==> config.mk <==
export PLATFORM = sky130hd
export DESIGN_NAME = powlib_ipsaxi_wr
export DESIGN_NICKNAME = d
export VERILOG_FILES = /design/src/rtl/powlib_ipsaxi_wr_pkg.sv /design/src/rtl/powlib_ipsaxi_wr_addrgen.sv /design/src/rtl/powlib_ipsaxi_wr.sv
export SDC_FILE = /design/constraint.sdc
export NUM_CORES = 1
export LEC_CHECK = 0
export ABC_CLOCK_PERIOD_IN_PS = 5280
export BUFFER_PORTS_ARGS = -buffer_cell sky130_fd_sc_hd__buf_2
export CORE_MARGIN = 1.5
export CORE_UTILIZATION = 55
export DETAILED_ROUTE_END_ITERATION = 16
export PLACE_DENSITY = 0.79
export RECOVER_POWER = 100
export SKIP_CTS_REPAIR_TIMING = 1
export SYNTH_ARGS = -nofsm -noshare
export SYNTH_HDL_FRONTEND = slang
export SYNTH_SLANG_ARGS = --single-unit
==> constraint.sdc <==
create_clock -name clk -period 5.28 [get_ports clk]
set_input_delay 0.264 -clock clk [delete_from_list [all_inputs] [get_ports clk]]
set_output_delay 0.264 -clock clk [all_outputs]
set_load 0.05 [all_outputs]
==> src/rtl/powlib_ipsaxi_wr_pkg.sv <==
`default_nettype none
// ============================================================================
//  Module   : powlib_ipsaxi_wr_pkg
//  Purpose  : Shared AXI field widths, burst/response codes and FSM encodings
//             for the powlib AXI write-slave endpoint.
//  Revision : 1.0  initial release
// ============================================================================
package powlib_ipsaxi_wr_pkg;

    localparam int c_powlib_bw   = 8;
    localparam int c_axi_lenw    = 8;
    localparam int c_axi_sizew   = 3;
    localparam int c_axi_burstw  = 2;
    localparam int c_axi_respw   = 2;

    localparam logic [c_axi_burstw-1:0] c_burst_fixed = 2'b00;
    localparam logic [c_axi_burstw-1:0] c_burst_incr  = 2'b01;
    localparam logic [c_axi_burstw-1:0] c_burst_wrap  = 2'b10;
    localparam logic [c_axi_burstw-1:0] c_burst_rsvd  = 2'b11;

    localparam logic [c_axi_respw-1:0]  c_resp_okay   = 2'b00;
    localparam logic [c_axi_respw-1:0]  c_resp_slverr = 2'b10;

    localparam logic [1:0] c_st_idle  = 2'd0;
    localparam logic [1:0] c_st_data  = 2'd1;
    localparam logic [1:0] c_st_drain = 2'd2;
    localparam logic [1:0] c_st_resp  = 2'd3;

    typedef struct packed {
        logic [c_axi_lenw-1:0]   len;
        logic [c_axi_sizew-1:0]  size;
        logic [c_axi_burstw-1:0] burst;
    } burst_cfg_t;

    function automatic logic wrap_len_ok(input logic [c_axi_lenw-1:0] len);
        return (len == 8'd1) || (len == 8'd3) || (len == 8'd7) || (len == 8'd15);
    endfunction

endpackage
`default_nettype wire

==> src/rtl/powlib_ipsaxi_wr_addrgen.sv <==
`default_nettype none
// ============================================================================
//  Module   : powlib_ipsaxi_wr_addrgen
//  Purpose  : Combinational next-beat byte address for FIXED/INCR/WRAP bursts.
//  Revision : 1.0  initial release
// ============================================================================
module powlib_ipsaxi_wr_addrgen
    import powlib_ipsaxi_wr_pkg::*;
#(
    parameter int B_AW = 32
) (
    input  logic [B_AW-1:0]         i_addr,
    input  logic [c_axi_sizew-1:0]  i_size,
    input  logic [c_axi_lenw-1:0]   i_len,
    input  logic [c_axi_burstw-1:0] i_burst,
    output logic [B_AW-1:0]         o_next
);

    logic [B_AW-1:0] w_step;
    logic [B_AW-1:0] w_amask;
    logic [B_AW-1:0] w_bnd;
    logic [B_AW-1:0] w_bmask;
    logic [B_AW-1:0] w_sum;

    assign w_step  = B_AW'(1) << i_size;
    assign w_amask = w_step - B_AW'(1);
    assign w_bnd   = B_AW'({1'b0, i_len} + 9'd1) << i_size;
    assign w_bmask = w_bnd - B_AW'(1);
    assign w_sum   = i_addr + w_step;

    // INCR realigns to the beat size so an unaligned start only affects beat 0
    always_comb begin
        o_next = i_addr;
        case (i_burst)
            c_burst_incr: o_next = (i_addr & ~w_amask) + w_step;
            c_burst_wrap: o_next = (i_addr & ~w_bmask) | (w_sum & w_bmask);
            default:      o_next = i_addr;
        endcase
    end

endmodule
`default_nettype wire

==> src/rtl/powlib_ipsaxi_wr.sv <==
`default_nettype none
// ============================================================================
//  Module   : powlib_ipsaxi_wr
//  Purpose  : AXI4 write-slave endpoint; expands AW/W bursts into powlib write
//             beats and returns a B response once the last beat has drained.
//  Revision : 1.0  initial release
// ============================================================================
module powlib_ipsaxi_wr
    import powlib_ipsaxi_wr_pkg::*;
#(
    parameter int          B_BPD = 4,
    parameter logic [31:0] ID    = "SAXI",
    parameter int          EDBG  = 0,
    localparam int         B_AW  = c_powlib_bw * B_BPD,
    localparam int         B_DW  = c_powlib_bw * B_BPD
) (
    input  logic                    clk,
    input  logic                    rst,
    input  logic [B_AW-1:0]         awaddr,
    input  logic [c_axi_lenw-1:0]   awlen,
    input  logic [c_axi_sizew-1:0]  awsize,
    input  logic [c_axi_burstw-1:0] awburst,
    input  logic                    awvalid,
    output logic                    awready,
    input  logic [B_DW-1:0]         wdata,
    input  logic [B_BPD-1:0]        wstrb,
    input  logic                    wlast,
    input  logic                    wvalid,
    output logic                    wready,
    output logic [c_axi_respw-1:0]  bresp,
    output logic                    bvalid,
    input  logic                    bready,
    output logic [B_AW-1:0]         wraddr,
    output logic [B_DW-1:0]         wrdata,
    output logic [B_BPD-1:0]        wrbe,
    output logic                    wrvld,
    input  logic                    wrrdy
);

    localparam logic [c_axi_sizew-1:0] c_size_max = c_axi_sizew'($clog2(B_BPD));

    logic [1:0]             r_state;
    logic [B_AW-1:0]        r_addr;
    burst_cfg_t             r_cfg;
    logic [c_axi_lenw-1:0]  r_cnt;
    logic                   r_err;
    logic                   r_wrvld;
    logic [B_AW-1:0]        r_wraddr;
    logic [B_DW-1:0]        r_wrdata;
    logic [B_BPD-1:0]       r_wrbe;
    logic                   r_bvalid;
    logic [c_axi_respw-1:0] r_bresp;

    logic [B_AW-1:0] w_next_addr;
    logic            w_awready;
    logic            w_wready;
    logic            w_aw_hs;
    logic            w_w_hs;
    logic            w_load;
    logic            w_last_beat;
    logic            w_drained;
    logic            w_cfg_err;
    logic            w_unused_dbg;

    // Debug-only parameters have no hardware effect
    assign w_unused_dbg = (EDBG != 0) ^ (^ID);

    powlib_ipsaxi_wr_addrgen #(
        .B_AW    (B_AW)
    ) u_addrgen (
        .i_addr  (r_addr),
        .i_size  (r_cfg.size),
        .i_len   (r_cfg.len),
        .i_burst (r_cfg.burst),
        .o_next  (w_next_addr)
    );

    assign w_awready   = (r_state == c_st_idle) && !rst;
    assign w_wready    = (r_state == c_st_data) && (!r_wrvld || wrrdy);
    assign w_aw_hs     = awvalid && w_awready;
    assign w_w_hs      = wvalid && w_wready;
    assign w_load      = w_w_hs && !r_err;
    assign w_last_beat = (r_cnt == r_cfg.len);
    assign w_drained   = !r_wrvld || wrrdy;
    assign w_cfg_err   = (awsize > c_size_max) || (awburst == c_burst_rsvd) ||
                         ((awburst == c_burst_wrap) && !wrap_len_ok(awlen));

    always_ff @(posedge clk) begin
        if (rst) begin
            r_state  <= c_st_idle;
            r_addr   <= '0;
            r_cfg    <= '0;
            r_cnt    <= '0;
            r_err    <= 1'b0;
            r_wrvld  <= 1'b0;
            r_wraddr <= '0;
            r_wrdata <= '0;
            r_wrbe   <= '0;
            r_bvalid <= 1'b0;
            r_bresp  <= c_resp_okay;
        end else begin
            // A new beat overrides the downstream pop in the same cycle
            if (w_load) begin
                r_wrvld  <= 1'b1;
                r_wraddr <= r_addr;
                r_wrdata <= wdata;
                r_wrbe   <= wstrb;
            end else if (wrrdy) begin
                r_wrvld  <= 1'b0;
            end

            case (r_state)
                c_st_idle: begin
                    if (w_aw_hs) begin
                        r_addr  <= awaddr;
                        r_cfg   <= '{len: awlen, size: awsize, burst: awburst};
                        r_cnt   <= '0;
                        r_err   <= w_cfg_err;
                        r_state <= c_st_data;
                    end
                end
                c_st_data: begin
                    if (w_w_hs) begin
                        r_cnt  <= r_cnt + 8'd1;
                        r_addr <= w_next_addr;
                        if (wlast != w_last_beat) begin
                            r_err <= 1'b1;
                        end
                        if (w_last_beat) begin
                            r_state <= c_st_drain;
                        end
                    end
                end
                c_st_drain: begin
                    if (w_drained) begin
                        r_bvalid <= 1'b1;
                        r_bresp  <= r_err ? c_resp_slverr : c_resp_okay;
                        r_state  <= c_st_resp;
                    end
                end
                c_st_resp: begin
                    if (bready) begin
                        r_bvalid <= 1'b0;
                        r_state  <= c_st_idle;
                    end
                end
                default: r_state <= c_st_idle;
            endcase
        end
    end

    assign awready = w_awready;
    assign wready  = w_wready;
    assign bvalid  = r_bvalid;
    assign bresp   = r_bresp;
    assign wrvld   = r_wrvld;
    assign wraddr  = r_wraddr;
    assign wrdata  = r_wrdata;
    assign wrbe    = r_wrbe;

endmodule
`default_nettype wire

==> metrics.md, run 1 <==
| Metric | Value |
|---|---|
| Nets | 1389 |
| Number of fill cells in the layout | 1396 |
| Fraction of layout cells with a size suffix above 1 | 0.1254 |
| Syn Inst Count | 1163 |
| GRT Total Usage | 0.2952 |
| Max_cap viols | 1 |
| Synthesized flop and latch total | 127 |
| First-pass GRT wire length | 38820 um |
| Failing checks | max-capacitance violations, max-slew violations |
| Avg Cell Area, Syn | 7.336 um^2 |
| Synthesized Nets | 1273 |
| Worst setup EP type | flop |
| CP dominant cell by count | nor2_1 |
| Slew HR | -0.1252 |
| GP Congestion | 0.9431 |
| Pwr dens | 483.2 mW/mm^2 |
| Worst-path clk slew | 0.06 ns |
| Worst Path Arrival | 4.67 ns |
| Crit Path Max Fanout | 20 |
| Wire per inst | 16.50 um |
| Clk_skew | 0.01090 ns |
| Worst path cell trace | nor3_1 -> ha_1 -> inv_1 -> fa_1 -> or4b_2 -> a41oi_1 -> a221oi_1 -> clkbuf_1 -> nor2_1 -> nand3_1 -> xnor2_1 -> nor2_1 -> nor4b_1 -> nor3_2 |
| Initial antenna violation count | 2 |
| GRT Residual Overflow | 0 |
| Buffers on Ports | 160 |
| Die Height | 127.6 um |
| P&R area growth vs syn | 15.12% |
| CTS tree | yes |
| Yosys Warn Count | 0 |
| Crit-path leading delay family | simple AND/OR/NAND/NOR gates |
| Worst-Margin Slew | 1.688 ns |
| Sequential-to-total area share from yosys stat | 0.2980 |
| Antenna Nets Post-Route | 0 |
| Multi-input logic area | 0.005493 mm^2 |
| Max Slew Vio Count | 41 |
| DRT iter0 DRCs | 908 |
| Synth Flop Type | dfxtp_1 |
| RSZ-0062 raised after global routing | no |
| Post-DR vias/cell | 6.075 |
| Register area | 0.002542 mm^2 |
| Worst skew pair latency | 0.43 ns |
| Slowest cell on crit path | or4b_2 |
| Finish-stage setup viols | 0 |
| CTS Buf Count | 17 |
| Starting Density | 0.5612 |
| Total die area | 0.01627 mm^2 |
| TNS Setup | 0 ns |
| Clk sinks | 127 |
| HP Class | in2reg |
| Post-synth EDFFs | 0 |
| Top Ports | 162 |
| Largest net degree at the start of global routing | 102 |
| Critical path required time | 5.55 ns |
| DP HPWL | 17260 um |
| CTS root buf | clkbuf_16 |
| Fraction of registers with async set/reset | 0 |
| Placeable Area | 0.01520 mm^2 |
| Max Fclk | 227.3 MHz |
| Clock tree buffer depth | 2 |
| Final wirelength | 24440 um |
| Chip Width | 127.6 um |
| Worst Path Buf+Inv | 2 |
| Slowest stage delay, CP | 0.65 ns |
| Fin crit period | 4.399 ns |
| Setup Crit Path Kind | reg2reg |
| Synth unique cells | 84 |
| Utilization after layout | 0.6461 |
| Vias | 8997 |
| Vias in the first global route | 7925 |
| Fin crit share | 0.8331 |
| DRT Pass-1 Iters | 6 |
| Peak supply drop | 0.0003983 V |
| Leakage power | 3.584 nW |
| Hold Violations, Final | 0 |
| Residual DRC | 0 |
| Synthesized area | 0.008532 mm^2 |
| H-tree levels | 4 |
| Status | finished with violations |
| Rows | 45 |
| Startpoint class of the critical path | flop |
## final cells by class
| class | instances | share of cell area |
|---|---|---|
| Multi-Input combinational cell | 919 | 0.5592 |
| Inverter | 36 | 0.01376 |
| Clock buffer | 17 | 0.04331 |
| Sequential cell | 127 | 0.2589 |
| Clock inverter | 15 | 0.01567 |
| Timing Repair Buffer | 178 | 0.08497 |
| Antenna cell | 1 | 0.0002548 |
| Tap cell | 188 | 0.02395 |
## path summary, 6_finish.rpt
kind	endpoint	start	slack [ns]	cells after the start
hold reg to reg	wraddr[0]	wraddr[0]	0.45	2
hold / removal	r_cfg[9]	awlen[4]	0.05	3
setup reg to reg	flop	r_cfg[4]	0.88	14
setup / recovery	flop	r_cfg[4]	0.88	14
## where the power goes
group	internal, mW	total (mW)	switching (mW)	leakage, nW
Sequential	1.14	1.41	0.272	1.03
Clock	0.661	1.14	0.477	0.284
Combinational	0.770	2.19	1.42	2.27
Total	2.57	4.75	2.17	3.58
## layer usage
| metal | track usage | wire length [um] |
|---|---|---|
| met1 | 0.3834 | 10790 |
| met4 | 0.1150 | 547 |
| met3 | 0.07370 | 2137 |
| met2 | 0.4719 | 10960 |
| met5 | 0 | 8 |
## Yosys cell counts, types with 17 or more instances
| master | n | area, um^2 |
|---|---|---|
| xor2_1 | 24 | 210.2 |
| clkbuf_1 | 60 | 225.2 |
| nand2b_1 | 17 | 106.4 |
| nand3_1 | 33 | 165.2 |
| ha_1 | 21 | 262.8 |
| a21oi_1 | 121 | 605.6 |
| nor2_1 | 80 | 300.3 |
| nand2_1 | 221 | 829.6 |
| inv_1 | 35 | 131.4 |
| o21ai_0 | 57 | 285.3 |
| nor3_1 | 20 | 100.1 |
| dfxtp_1 | 127 | 2542 |
| xnor2_1 | 39 | 341.6 |
## metrics by stage
| stage | worst slack, ns | hold slack, ns | instances | area (um^2) | total power [mW] |
|---|---|---|---|---|---|
| after detailed placement | 1.104 | 0.4431 | 1448 | 9350 | 3.587 |
| after floorplan | 1.111 | 0.3725 | 1163 | 8532 | 3.077 |
| after global routing | 0.4288 | 0.05820 | 1480 | 9819 | 5.048 |
| after global placement | 1.208 | 0.4384 | 1448 | 9350 | 3.552 |
| final | 0.8814 | 0.05171 | 1481 | 9822 | 4.746 |
| after CTS | 1.074 | 0.04096 | 1480 | 9930 | 4.741 |
## layout by cell type, fill, tap and decap left out, drive strengths merged, types with 8 or more instances in the layout
cell type | netlist | routed
a211oi | 13 | 13
a21oi | 123 | 123
a31oi | 16 | 16
and3 | 14 | 14
buf | 20 | 102
clkbuf | 61 | 93
clkinv | 1 | 8
dfxtp | 127 | 127
ha | 21 | 21
inv | 35 | 41
mux2i | 11 | 11
nand2 | 221 | 221
nand2b | 17 | 17
nand3 | 33 | 33
nand4 | 14 | 14
nor2 | 80 | 80
nor2b | 12 | 12
nor3 | 21 | 21
nor4 | 16 | 16
o211ai | 9 | 9
o21a | 9 | 9
o21ai | 64 | 64
o221a | 8 | 8
o31ai | 14 | 14
or3 | 11 | 11
xnor2 | 39 | 39
xor2 | 25 | 25
## worst min-delay path, delay by kind of cell
family	cells	cell delay, ns
AND/OR/NAND/NOR	1	0.04
AO/OA/AOI/OAI	1	0.05
buffers and inverters	1	0.09
## kinds of logic (layout without fill, tap and decap cells)
group | count (synthesis) | after routing | share of synthesized area
adder cells (fa/ha/maj) | 23 | 23 | 0.03432
multiplexers | 11 | 11 | 0.01291
AND/OR/NAND/NOR | 476 | 476 | 0.2621
other | 1 | 2 | 0.0004395
XOR/XNOR | 64 | 64 | 0.06790
buffers and inverters | 117 | 246 | 0.05837
flip-flops | 127 | 127 | 0.2980
AO/OA/AOI/OAI | 344 | 344 | 0.2660
Power figures use the tool's default switching activity.
==> run 2, diff against run 1 <==
- ABC_CLOCK_PERIOD_IN_PS: 5280 -> 4000
- CORE_UTILIZATION: 55 -> 51
- PLACE_DENSITY: 0.79 -> 0.77
- clock period: 5.28 -> 4 ns (I/O delays scaled with it)
==> run 2 against run 1 <==
The run ends with negative hold slack, max-capacitance violations, max-slew violations left. First-iteration DRC count decreased by 1.5%. Sequential cell count unchanged. Clock-buffer cell count unchanged. Via count increased by 1.5%. Non-clock buffer count increased by 25. Critical path depth unchanged. Routed wire length increased by 4.6%. Register-to-register slack got worse by 0.68 ns. Setup slack got worse by 0.68 ns. Clock power increased by 45%. Fmax increased by 16%. Utilization decreased by 3.2 points. Largest cell class unchanged.
==> metrics.md, run 2 (synthesized netlist as in run 1, its figures left out) <==
| Metric | Value |
|---|---|
| Status | finished with violations (unchanged) |
| Failing checks | negative hold slack, max-capacitance violations, max-slew violations (was max-capacitance violations, max-slew violations) |
| Startpoint class of the critical path | flop (unchanged) |
| Reg2Reg Setup Slack | 0.20 ns (was 0.88 ns) |
| Slew HR | -0.1400 (was -0.1252) |
| GP Congestion | 0.9994 (was 0.9431) |
| Clock tree buffer depth | 2 (unchanged) |
| Max_cap viols | 1 (unchanged) |
| Residual DRC | 0 (unchanged) |
| RSZ-0062 raised after global routing | no (unchanged) |
| Final wirelength | 25560 um (was 24440 um) |
| Wire per inst | 16.63 um (was 16.50 um) |
| CTS Buf Count | 17 (unchanged) |
| HP Class | in2reg (unchanged) |
| Clk_skew | 0.007934 ns (was 0.01090 ns) |
| Fin crit share | 0.9502 (was 0.8331) |
| Clk sinks | 127 (unchanged) |
| Peak supply drop | 0.0004663 V (was 0.0003983 V) |
| Setup Crit Path Kind | reg2reg (unchanged) |
| Worst path cell trace | buf_2 -> nor3_2 -> ha_1 -> inv_1 -> fa_1 -> or4b_2 -> a41oi_1 -> a221oi_2 -> nor2_4 -> nand3_1 -> xnor2_1 -> nor2_1 -> nor4b_2 -> nor3_2 (was nor3_1 -> ha_1 -> inv_1 -> fa_1 -> or4b_2 -> a41oi_1 -> a221oi_1 -> clkbuf_1 -> nor2_1 -> nand3_1 -> xnor2_1 -> nor2_1 -> nor4b_1 -> nor3_2) |
| Initial antenna violation count | 1 (was 2) |
| Buffers on Ports | 160 (unchanged) |
| Worst Path Arrival | 4.07 ns (was 4.67 ns) |
| Total die area | 0.01751 mm^2 (was 0.01627 mm^2) |
| Largest net degree at the start of global routing | 100 (was 102) |
| DRT iter0 DRCs | 894 (was 908) |
| Leakage power | 3.722 nW (was 3.584 nW) |
| Worst skew pair latency | 0.42 ns (was 0.43 ns) |
| Design area | 0.01011 mm^2 (was 0.009822 mm^2) |
| Slowest cell on crit path | or4b_2 (unchanged) |
| Finish-stage setup viols | 0 (unchanged) |
| Pwr dens | 644.2 mW/mm^2 (was 483.2 mW/mm^2) |
| Die Height | 132.3 um (was 127.6 um) |
| Worst Hold End | r_cfg[8] (was r_cfg[9]) |
| Critical path required time | 4.27 ns (was 5.55 ns) |
| Starting Density | 0.5182 (was 0.5612) |
| Commonest non-fill, non-tap cell in the layout | nand2_1 (unchanged) |
| Fraction of layout cells with a size suffix above 1 | 0.1405 (was 0.1254) |
| GRT Total Usage | 0.2870 (was 0.2952) |
| CTS tree | yes (unchanged) |
| Rows | 47 (was 45) |
| Placeable Area | 0.01647 mm^2 (was 0.01520 mm^2) |
| Vias in the first global route | 8140 (was 7925) |
| Antenna Nets Post-Route | 0 (unchanged) |
| Diode count | 0 (was 1) |
| WHS Path Cells | 3 (unchanged) |
| GRT Residual Overflow | 0 (unchanged) |
| Placement Cell Area | 0.009572 mm^2 (was 0.009350 mm^2) |
| Slowest stage delay, CP | 0.66 ns (was 0.65 ns) |
| CTS root buf | clkbuf_16 (unchanged) |
| Chip Width | 132.3 um (was 127.6 um) |
| Worst Path Buf+Inv | 2 (unchanged) |
| Nets | 1414 (was 1389) |
| Top Ports | 162 (unchanged) |
| TNS Setup | 0 ns (unchanged) |
| Commonest non-fill, non-tap cells in the layout | 221 x nand2_1, 127 x dfxtp_1, 121 x a21oi_1 (unchanged) |
| Worst-Margin Slew | 1.708 ns (was 1.688 ns) |
| Worst setup EP type | flop (unchanged) |
| R2r startpoint | r_cfg[4] (unchanged) |
| Post-DR vias/cell | 5.939 (was 6.075) |
| Crit-path leading delay family | simple AND/OR/NAND/NOR gates (unchanged) |
| Worst Min Path Start | awlen[3] (was awlen[4]) |
| Crit Path Max Fanout | 9 (was 20) |
| H-tree levels | 4 (unchanged) |
| Max Slew Vio Count | 45 (was 41) |
| DP HPWL | 18290 um (was 17260 um) |
| Hold WS | -0.009806 ns (was 0.05171 ns) |
| Hold Violations, Final | 3 (was 0) |
| Fin crit period | 3.801 ns (was 4.399 ns) |
| Vias | 9129 (was 8997) |
| Number of fill cells in the layout | 1580 (was 1396) |
| P&R area growth vs syn | 18.48% (was 15.12%) |
| First-pass GRT wire length | 41330 um (was 38820 um) |
| Worst-path clk slew | 0.06 ns (about the same) |
| CP dominant cell by count | nor3_2 (was nor2_1) |
| Worst Reg2Reg Path Length in Cells | 14 (unchanged) |
| DRT Pass-1 Iters | 5 (was 6) |
| Max Fclk | 263.1 MHz (was 227.3 MHz) |
-- run 2: changes by cell type in the layout (fill, tap and decap cells not counted), sizes merged --
cell         before  now
buf             102  121
bufinv            1    3
clkbuf           93   96
clkinv            8    4
clkinvlp          1    0
diode             1    0
dlygate4sd3       0    3
inv              41   44
-- run 2: final cells by class --
| class | count | area (um^2) | area share |
|---|---|---|---|
| multi-input cells | 919 | 5515 | 0.5456 |
| flip-flops and latches | 127 | 2542 | 0.2515 |
| repair buffers | 203 | 1018 | 0.1008 |
| clock buffers | 17 | 425.4 | 0.04208 |
| well taps | 220 | 275.3 | 0.02723 |
| clock inverters | 15 | 196.4 | 0.01943 |
| inverters | 36 | 135.1 | 0.01337 |
-- run 2: how the worst max path moves through the flow --
stage | slack (ns) | start | endpoint | cells past startpoint
2_1_floorplan | 0.05 | r_cfg[2] | flop | 17
6_report | 0.20 | r_cfg[4] | flop | 14
3_5_place_dp | 0.15 | r_cfg[6] | flop | 11
3_3_place_gp | 0.22 | r_cfg[6] | flop | 11
5_1_grt | 0.009 | r_cfg[3] | flop | 13
4_1_cts | 0.14 | r_cfg[6] | flop | 11
-- run 2: power breakdown --
group          internal, mW  leakage (nW)  switching [mW]
Combinational          1.07          2.38            1.95
Clock                  1.00         0.308           0.650
Sequential             1.51          1.03           0.323
-- run 2: worst reg2reg max path, cell delays in order, from the launching register on --
cell,delay [ns]
dfxtp_1,0.31
buf_2,0.17
nor3_2,0.22
ha_1,0.29
inv_1,0.07
fa_1,0.44
or4b_2,0.66
a41oi_1,0.36
a221oi_2,0.15
nor2_4,0.24
nand3_1,0.12
xnor2_1,0.20
nor2_1,0.07
nor4b_2,0.29
nor3_2,0.05
-- run 2: metal layers --
| metal | track usage | vias to the layer above | wire, um |
|---|---|---|---|
| met5 | 0 | - | 24 |
| met4 | 0.1007 | 2 | 572 |
| met3 | 0.05805 | 59 | 1970 |
| met2 | 0.4596 | 384 | 11600 |
| met1 | 0.3850 | 4212 | 11390 |
| li1 | - | 4472 | - |
-- run 2: metrics by stage --
stage | std cells | total power, mW | setup slack [ns] | util | hold WS [ns]
2_1_floorplan | 1163 | 4.067 | 0.05182 | - | 0.3085
3_3_place_gp | 1502 | 4.818 | 0.2152 | 0.5813 | 0.4105
3_5_place_dp | 1502 | 4.867 | 0.1504 | 0.5813 | 0.4196
4_1_cts | 1534 | 6.536 | 0.1382 | 0.6191 | -0.02292
5_1_grt | 1537 | 6.918 | 0.009470 | 0.6139 | 0.004446
6_report | 1537 | 6.512 | 0.1991 | 0.6139 | -0.009806
==> run 3, diff against run 2 <==
- ABC_CLOCK_PERIOD_IN_PS: 4000 -> 4300
- CORE_UTILIZATION: 51 -> 55
- PLACE_DENSITY: 0.77 -> 0.79
- SLEW_MARGIN: not set -> 40
- clock period: 4 -> 4.3 ns (I/O delays scaled with it)
==> run 3 against run 2 <==
The run ends with negative hold slack left. Cell area shrank 1.6%. Non-clock buffer count down 10. Cell count is 2.8% lower. Clock skew grew 0.00077 ns. Utilization up 4.0 points.
==> metrics.md, run 3 (synthesized netlist as in run 1, its figures left out) <==
| Metric | Value |
|---|---|
| Hold Violations, Final | 1 (was 3) |
| Max Slew Vio Count | 0 (was 45) |
| RSZ-0062 raised after global routing | no (unchanged) |
| H-tree levels | 4 (unchanged) |
| Multi-input logic area | 0.005512 mm^2 (was 0.005515 mm^2) |
| M3 GR Usage | 0.06240 (was 0.05805) |
| Met2 Track Usage GR | 0.4967 (was 0.4596) |
| Vias in the first global route | 8009 (was 8140) |
| Commonest non-fill, non-tap cells in the layout | 221 x nand2_1, 127 x dfxtp_1, 121 x a21oi_1 (unchanged) |
| Rows | 45 (was 47) |
| Clk sinks | 127 (unchanged) |
| Nets | 1404 (was 1414) |
| DRT Pass-1 Iters | 5 (unchanged) |
| GRT Residual Overflow | 0 (unchanged) |
| Initial antenna violation count | 0 (was 1) |
| Final wirelength | 25190 um (was 25560 um) |
| Wire per inst | 16.86 um (was 16.63 um) |
| Commonest non-fill, non-tap cell in the layout | nand2_1 (unchanged) |
| Pwr dens | 589.8 mW/mm^2 (was 644.2 mW/mm^2) |
| First-pass GRT wire length | 39610 um (was 41330 um) |
| Post-DR vias/cell | 6.052 (was 5.939) |
| Fraction of layout cells with a size suffix above 1 | 0.1348 (was 0.1405) |
| Setup Crit Path Kind | reg2reg (unchanged) |
| CTS root buf | clkbuf_16 (unchanged) |
| Fin crit share | 0.9083 (was 0.9502) |
| Largest net degree at the start of global routing | 101 (was 100) |
| GP Congestion | 0.9780 (was 0.9994) |
| TNS Setup | 0 ns (unchanged) |
| Met1 GRT Util | 0.3831 (was 0.3850) |
| Worst skew pair latency | 0.42 ns (about the same) |
| Residual DRC | 0 (unchanged) |
| Slew HR | 0.05891 (was -0.1400) |
| Clock tree buffer depth | 2 (unchanged) |
| Placeable Area | 0.01520 mm^2 (was 0.01647 mm^2) |
| Starting Density | 0.5612 (was 0.5182) |
| Chip Width | 127.6 um (was 132.3 um) |
| Register area | 0.002542 mm^2 (unchanged) |
| Top Ports | 162 (unchanged) |
| Final worst slack | 0.3945 ns (was 0.1991 ns) |
| P&R area growth vs syn | 16.54% (was 18.48%) |
| Crit Path Max Fanout | 8 (was 9) |
| Most used routing layer | met2 (unchanged) |
| Worst Path Arrival | 4.22 ns (was 4.07 ns) |
| Clk_skew | 0.008708 ns (was 0.007934 ns) |
| Worst-path clk slew | 0.06 ns (about the same) |
| Place WS | 0.3185 ns (was 0.1504 ns) |
| Finish-stage setup viols | 0 (unchanged) |
| Critical path required time | 4.62 ns (was 4.27 ns) |
| HP Class | in2reg (unchanged) |
| Peak supply drop | 0.0005159 V (was 0.0004663 V) |
| DP HPWL | 17920 um (was 18290 um) |
| DRT iter0 DRCs | 851 (was 894) |
| Worst setup EP type | flop (unchanged) |
| Vias | 9041 (was 9129) |
| CTS Buf Count | 17 (unchanged) |
| Status | finished with violations (unchanged) |
| Fin crit period | 3.905 ns (was 3.801 ns) |
| Failing checks | negative hold slack (was negative hold slack, max-capacitance violations, max-slew violations) |
| Design Power | 5.865 mW (was 6.512 mW) |
| Diode count | 0 (unchanged) |
| Startpoint class of the critical path | flop (unchanged) |
| GRT Total Usage | 0.3012 (was 0.2870) |
| Buffers on Ports | 160 (unchanged) |
| Hold WS | -0.004241 ns (was -0.009806 ns) |
| Total die area | 0.01627 mm^2 (was 0.01751 mm^2) |
| Worst-Margin Slew | 1.412 ns (was 1.708 ns) |
| CTS tree | yes (unchanged) |
| WHS Path Cells | 3 (unchanged) |
| Max_cap viols | 0 (was 1) |
| Antenna Nets Post-Route | 0 (unchanged) |
| Leakage power | 3.651 nW (was 3.722 nW) |
| Number of fill cells in the layout | 1386 (was 1580) |
| Die Height | 127.6 um (was 132.3 um) |
| Max Fclk | 256.1 MHz (was 263.1 MHz) |
| Worst Reg2Reg Path Length in Cells | 13 (was 14) |
run 3: layer usage:
metal / wire length [um] / vias up / share of wire
met4: 636 / 0 / 0.025
met3: 1988 / 57 / 0.079
met5: 0 / - / 0
li1: - / 4461 / -
met1: 11030 / 4138 / 0.44
met2: 11530 / 385 / 0.46
run 3: area by class of cell:
class / instances / share of cell area
timing repair buffer: 193 / 0.09651
sequential: 127 / 0.2557
clock inverter: 14 / 0.01346
tap: 188 / 0.02366
clock buffer: 17 / 0.04278
multi-input combinational: 919 / 0.5543
inverter: 36 / 0.01359
run 3: worst paths after layout:
| check | start | to | slack [ns] |
|---|---|---|---|
| worst max-delay path | r_cfg[4] | flop | 0.39 |
| worst min-delay path | awlen[3] | r_cfg[8] | -0.004 |
| worst max register to register | r_cfg[4] | flop | 0.39 |
| worst min register to register | wrdata[24] | wrdata[24] | 0.45 |
run 3: through the flow:
stage / util / instances / instance area [um^2] / hold WS, ns
2_1_floorplan: - / 1163 / 8532 / 0.3235
3_5_place_dp: 0.6222 / 1462 / 9459 / 0.4290
5_1_grt: 0.6541 / 1494 / 9943 / 0.007692
3_3_place_gp: 0.6220 / 1462 / 9455 / 0.4274
6_report: 0.6541 / 1494 / 9943 / -0.004241
4_1_cts: 0.6590 / 1493 / 10020 / -0.01285
run 3: power by group:
| part | switching [mW] | leakage, nW | internal [mW] | total, mW |
|---|---|---|---|---|
| Sequential | 0.326 | 1.03 | 1.40 | 1.73 |
| Combinational | 1.78 | 2.34 | 0.979 | 2.76 |
| Clock | 0.571 | 0.277 | 0.802 | 1.37 |
run 3: worst max-delay path, stage by stage (launching register included):
cell	delay, ns
dfxtp_1	0.48
inv_1	0.15
nor2_1	0.16
nor2_1	0.06
ha_1	0.35
nand2_1	0.07
a211oi_1	0.35
or4b_2	0.70
a21boi_0	0.33
o21ai_0	0.16
xnor2_1	0.14
a221o_1	0.34
o221a_2	0.25
o221a_2	0.26
